$ cat config.mk
export PLATFORM = sky130hd
export DESIGN_NAME = nbits_serial_adder
export DESIGN_NICKNAME = d
export VERILOG_FILES = /design/src/rtl/nbits_pkg.sv /design/src/rtl/full_adder.sv /design/src/rtl/nbits_serial_adder.sv
export SDC_FILE = /design/constraint.sdc
export NUM_CORES = 1
export LEC_CHECK = 0
export BUFFER_PORTS_ARGS = -buffer_cell sky130_fd_sc_hd__buf_4
export CAP_MARGIN = 10
export CORE_MARGIN = 5
export CORE_UTILIZATION = 42
export CTS_CLUSTER_DIAMETER = 50
export DETAILED_ROUTE_END_ITERATION = 10
export GPL_TIMING_DRIVEN = 1
export PLACE_DENSITY_LB_ADDON = 0.3
export SLEW_MARGIN = 20
export SYNTH_ARGS = -nofsm -noshare
export SYNTH_HDL_FRONTEND = slang
export SYNTH_SLANG_ARGS = --single-unit
export TNS_END_PERCENT = 30
$ cat constraint.sdc
create_clock -name clk -period 1.2 [get_ports clk]
set_input_delay 0.24 -clock clk [delete_from_list [all_inputs] [get_ports clk]]
set_output_delay 0.24 -clock clk [all_outputs]
set_load 0.05 [all_outputs]
$ cat src/rtl/nbits_pkg.sv
// Shared types and helpers for the bit-serial adder slice.
package nbits_pkg;

  typedef enum logic [1:0] {IDLE, RUN, DONE} serial_state_t;

  // Counter must hold values 0..n, hence n+1 distinct codes.
  function automatic int cnt_width(input int n);
    return $clog2(n + 1);
  endfunction

endpackage

$ cat src/rtl/full_adder.sv
// One-bit full adder used as the arithmetic slice of the serial adder.
module full_adder (
  input  logic a,
  input  logic b,
  input  logic cin,
  output logic s,
  output logic cout
);

  assign s    = a ^ b ^ cin;
  assign cout = (a & b) | (cin & (a ^ b));

endmodule

$ cat src/rtl/nbits_serial_adder.sv
// Bit-serial n-bit adder: one full-adder step per clock, LSB first,
// wrapped in a start/busy/done handshake with registered s/cout.
module nbits_serial_adder
  import nbits_pkg::*;
#(
  parameter int n = 4
) (
  input  logic         clk,
  input  logic         rst,
  input  logic         start,
  input  logic [n-1:0] a,
  input  logic [n-1:0] b,
  output logic         busy,
  output logic         done,
  output logic [n-1:0] s,
  output logic         cout
);

  localparam int cw = cnt_width(n);

  serial_state_t state, state_next;
  logic [n-1:0]  a_sh, b_sh, r_sh, r_next;
  logic [cw-1:0] cnt;
  logic          carry, fa_s, fa_c, last_bit;

  full_adder u_fa (
    .a   (a_sh[0]),
    .b   (b_sh[0]),
    .cin (carry),
    .s   (fa_s),
    .cout(fa_c)
  );

  // Sum bits enter at the MSB so the first (LSB) bit lands in bit 0 after n shifts.
  always_comb begin
    r_next        = r_sh >> 1;
    r_next[n-1]   = fa_s;
  end

  assign last_bit = (cnt == cw'(n - 1));

  always_comb begin
    state_next = state;
    busy       = 1'b0;
    done       = 1'b0;
    case (state)
      IDLE: if (start) state_next = RUN;
      RUN: begin
        busy = 1'b1;
        if (last_bit) state_next = DONE;
      end
      DONE: begin
        done       = 1'b1;
        state_next = IDLE;
      end
      default: state_next = IDLE;
    endcase
  end

  always_ff @(posedge clk) begin
    if (rst) begin
      state <= IDLE;
      a_sh  <= '0;
      b_sh  <= '0;
      r_sh  <= '0;
      carry <= 1'b0;
      cnt   <= '0;
      s     <= '0;
      cout  <= 1'b0;
    end else begin
      state <= state_next;
      case (state)
        IDLE: begin
          if (start) begin
            a_sh  <= a;
            b_sh  <= b;
            carry <= 1'b0;
            cnt   <= '0;
          end
        end
        RUN: begin
          a_sh  <= a_sh >> 1;
          b_sh  <= b_sh >> 1;
          r_sh  <= r_next;
          carry <= fa_c;
          cnt   <= cnt + cw'(1);
          // Publish the result on the same edge that enters DONE.
          if (last_bit) begin
            s    <= r_next;
            cout <= fa_c;
          end
        end
        default: ;
      endcase
    end
  end

endmodule

* Word-level counts from Yosys, hierarchy flattened *
Cells that the tools add are included.

storage, ports and cells
  flip-flop bits (word level) = 23
  bits of input ports = 11
  output and inout bits = 7
  logic and storage cells = 37

cells by class
  $add $sub $neg = 1
  equality and inequality tests = 5
  mux-type cells = 13
  bitwise operators = 5
  reductions and logical operators = 5

operator list
  kind                   count
  $pmux W4 S2            2
  $mux W4                2
  $pmux W3 S2            1
  $reduce_and A2 Y1      3
  $mux W2                2
  $ne A2 B2 Y1 const B   2
  $pmux W2 S2            1
  $add A3 B1 Y3 const B  1
  $eq A3 B2 Y1 const B   1
  $mux W1                3
  $mux W3                1
  $and A1 B1 Y1          2
  $eq A2 B1 Y1 const B   1
  $eq A2 B2 Y1 const B   1
  $logic_not A2 Y1       1
  $pmux W1 S2            1
  $reduce_bool A2 Y1     1
  $xor A1 B1 Y1          2
  $or A1 B1 Y1           1

* Longest topological paths before layout *
  word-level depth = 4
  gate-level depth with buffers = 5
  mapped depth without buffers = 5

* Modules after synthesis *
From an unflattened synthesis, not the netlist that was laid out.

second synthesis, totals
  cells, all modules = 100
  area, all modules = 983.4 um^2

modules (own cells, without submodules)
  module              times used  cells an instance  area an instance (um^2)  seq. area each (um^2)
  nbits_serial_adder  1           99                 963.4                    440.4
  full_adder          1           1                  20.0                     0.0

* Worst setup path before layout *
No wires, ideal clock.

  path type = flip-flop to output port
  start = register state[0]
  end = output port done
  arrival time = 1,198 ps
  required time = 960 ps
  slack = -238 ps
  stages on the path, launching flop included = 3
  buffers on the path = 1
  cell sequence = dfxtp_1 > buf_4 > nor2b_1

on the way
  word-level cells in the longest chain between the ends = 2

ends and longest elaborated chain
  item                    RTL line                  RTL
  start, declared         nbits_serial_adder.sv:21  serial_state_t state, state_next;
  start signal, assigned  nbits_serial_adder.sv:71  state <= state_next;
  $eq A2 B2 Y1            nbits_serial_adder.sv:46  case (state)
  $mux W1                 nbits_serial_adder.sv:46
  end, declared           nbits_serial_adder.sv:14  output logic done,

Every way passes these cells.

* Worst setup path in the final report *
Same ends and word-level chain as after synthesis.

==> out/qor_table.md <==
| Result | Reported | Unit |
|---|---|---|
| Largest clock skew in the final design | 4.26 | ps |
| Setup TNS | -180 | ps |
| Share of cells above drive strength 1 | 0.454 | - |
| Synthesis-stage register bit count | 22 | - |
| Clock share of power | 0.243 | - |
| Core Region | 2210 | µm² |
| Hold Path Origin | b[3] | - |
| Clock slew at reported path FFs | 110 | ps |
| Commonest non-fill, non-tap cells in the layout | 25 x buf_4, 17 x dfxtp_1, 15 x nor2_1 | - |
| Share of the yosys chip area belonging to registers | 0.454 | - |
| I/O Pins | 18 | - |
| Total Power Consumption | 1.35 | mW |
| Maximum capacitance violations | 0 | - |
| Critical path launch point type | flop | - |
| Vias per cell | 4.99 | - |
| Routability congestion estimate from global placement | 0.719 | - |
| Total number of H-tree levels | 1 | - |
| Post-layout instance count excluding filler cells | 147 | - |
| DIE WIDTH | 58.1 | µm |
| Crit path kind | reg -> out | - |
| Routed Wire Length | 1920 | µm |
| Total routing resource utilization after global routing | 0.122 | - |
| Number of routed nets with antenna violations | 0 | - |
| Arrival time at the worst endpoint | 1020 | ps |
| Diodes inserted | 0 | - |
| Pins over their slew limit | 0 | - |
| Via count of the first global-routing pass | 698 | - |
| Insertion delay to the later sink of the worst-skew pair | 310 | ps |
| Per-instance average area after synthesis | 10.3 | µm² |
| Crit Path Max Fanout | 2 | - |
| Initial antenna violation count | 0 | - |
| Internal power summed over all cells | 1.00 | mW |
| Y dimension of the die | 58.1 | µm |
| Number of buffers inserted during clock tree synthesis | 3 | - |
| Pin count of the biggest net entering global routing | 23 | - |
| Category of cells accounting for the largest share of critical-path delay | flip-flops | - |
| Hold Vio Cnt, Final | 0 | - |
| Synth Warn # | 0 | - |
| Count of unique library cells instantiated by Yosys | 24 | - |
| Least-Margin Pin Slew | 315 | ps |
| Average wire per standard cell | 13.1 | µm |
| Area share of the largest cell type after synthesis | 0.454 | - |
| Minimum clock period after layout | 1260 | ps |
| Result of the run | finished, violations left | - |
| Count of buffering cells on the critical path with inverters included | 2 | - |
| Minimum hold slack | 188 | ps |
| Drt first-iter violations | 11 | - |
| Maximum buffer depth of the clock tree | 2 | - |
| Combinational Power Share | 0.175 | - |
| Total global routing overflow | 0 | - |
| CTS tree | done | - |
| Portion of the clock cycle consumed by the worst path in the final layout | 1.05 | - |
| Number of nets in the synthesized netlist | 108 | - |
| Post-synthesis instance area | 971 | µm² |
| Fill count | 201 | - |
| Failing checks | setup timing | - |
| Number of stages on the worst hold path | 3 | - |
| Initial standard-cell utilization of the core | 0.439 | - |
| CP Launch Point | state[0] | - |
| Delay of the slowest critical-path stage | 340 | ps |
| Setup repair after global routing missed its margin | yes | - |
| Setup crit end kind | primary output | - |
| Most common library cell in the layout ignoring fill and taps | buf_4 | - |
| Number of search-and-repair iterations in the first detailed-routing pass | 4 | - |
| Layout-stage area growth over the synthesis result | 29.9 | % |
| Detailed placement HPWL | 1310 | µm |
| Highest clock rate | 796 | MHz |
| Wire length of the first global-routing pass | 3150 | µm |
| Area taken by flip-flops and latches | 449 | µm² |
| DRC errors left | 0 | - |
| Leakage | 0.511 | nW |
| # setup viols final | 6 | - |
| Setup slack, reg-to-reg | -30 | ps |
| I/O Buffers | 17 | - |
| Total power per unit cell area | 1070 | nW/µm² |
| Post-detailed-placement cell area | 1140 | µm² |
| Launching point of the worst reg2reg path | state[0] | - |
| Number of cells produced by synthesis | 94 | - |
| Cell with the largest stage delay on the worst path | dfxtp_2 | - |
| Top cell type by total area after synthesis | dfxtp_1 | - |
| End-of-flow core utilization | 0.570 | - |
| Worst slew margin | 0.789 | - |
| Layout Nets | 135 | - |
| Minimum setup slack in the final design | -55.8 | ps |
| Largest cells by area after synthesis | dfxtp_1 45%, mux2i_1 10%, a211oi_2 9.0% | - |
| Count of standard-cell rows | 17 | - |
| Seq pwr share | 0.582 | - |
| IR drop worst, VDD | 0.000711 | V |
| Placed Cells incl. Taps | 141 | - |
| Crit path cell chain | buf_6 -> nor2b_4 -> buf_8 | - |
| Multi-input logic area | 518 | µm² |
| Total net switching power | 0.349 | mW |
| Switching share of power | 0.259 | - |
| Number of cell instances on the worst register-to-register path | 5 | - |
| Critical R2R Capture | b_sh[0] | - |
| Cell at the root of the clock tree | clkbuf_4 | - |
| Setup Slack @ Placement | 4.88 | ps |
| Area of all placed cells without fillers | 1260 | µm² |
| CP Data Required Time | 960 | ps |
| # clock sinks | 22 | - |
| Total number of vias | 734 | - |
| Total Die Area | 3370 | µm² |
| Worst min path class | in -> reg | - |
| Worst min-delay path endpoint | b_sh[3] | - |
-- tightest hold or removal path: stages --
cell and delay [ps]:
buf_4 80, a22oi_1 50, nor2_1 90
-- power by group through the flow --
| stage | clock (mW) | sequential [mW] | combinational (mW) |
|---|---|---|---|
| 6_report | 0.327 | 0.786 | 0.236 |
| 4_1_cts | 0.344 | 0.781 | 0.228 |
| 3_5_place_dp | 0 | 0.799 | 0.214 |
| 2_1_floorplan | 0 | 0.797 | 0.157 |
| 3_3_place_gp | 0 | 0.797 | 0.212 |
| 5_1_grt | 0.371 | 0.791 | 0.255 |
-- how the worst max path moves through the flow --
| stage | end | slack, ps | cells past startpoint |
|---|---|---|---|
| 5_1_grt | done | -110 | 3 |
| 4_1_cts | done | -60 | 2 |
| 2_1_floorplan | s[2] | -5 | 5 |
| 6_report | done | -60 | 3 |
| 3_3_place_gp | r_sh[3] | 60 | 3 |
| 3_5_place_dp | s[0] | 5 | 5 |
-- cell families after synthesis --
| logic type | count (synthesis) | share of synthesized area |
|---|---|---|
| buffers and inverters | 9 | 0.0722 |
| and+or+nand+nor | 31 | 0.146 |
| AOI/OAI and AO/OA | 19 | 0.179 |
| DFF | 22 | 0.454 |
| adders and majority gates | 3 | 0.0464 |
| muxes | 10 | 0.103 |
-- per-layer routing --
metal / routed length (µm) / GRT usage
met5: 0 / 0
met3: 119 / 0.0490
met4: 22 / 0.0397
met1: 909 / 0.154
met2: 873 / 0.189
-- flip-flops by register name, summed over array words and instances (netlist names) --
name / flops
a_sh: 4
b_sh: 4
cnt: 3
s: 4
cout: 1
state: 2
carry: 1
r_sh: 3
-- cells in the mapped netlist --
cell      number
dfxtp_1       22
nor2b_1        1
nor3_1         1
buf_4          1
buf_2          1
a22oi_1        5
o21ba_4        1
nand3b_1       1
clkbuf_1       1
ha_1           2
buf_6          2
o21bai_1       1
nand3_1        5
nor3b_1        1
a211oi_2       7
a21oi_1        5
mux2i_1       10
nor2_2         1
nand2_1        5
nor2b_2        1
inv_1          3
nor2_1        15
buf_12         1
fa_1           1
-- cell type report --
| class | count | share of cell area |
|---|---|---|
| Inverter | 3 | 0.00893 |
| Timing Repair Buffer | 28 | 0.179 |
| Clock buffer | 3 | 0.0179 |
| Multi-Input combinational cell | 63 | 0.411 |
| Sequential cell | 22 | 0.356 |
| Tap cell | 28 | 0.0278 |
-- what timing repair did --
action / CTS / global route
hold buffers: 0 / 0
setup endpoints to repair: 7 / 21
gates resized for setup: 8 / 13
pin swaps: 1 / 7
buffers inserted: 2 / 1
No activity file was read; power rests on OpenSTA's default activity.
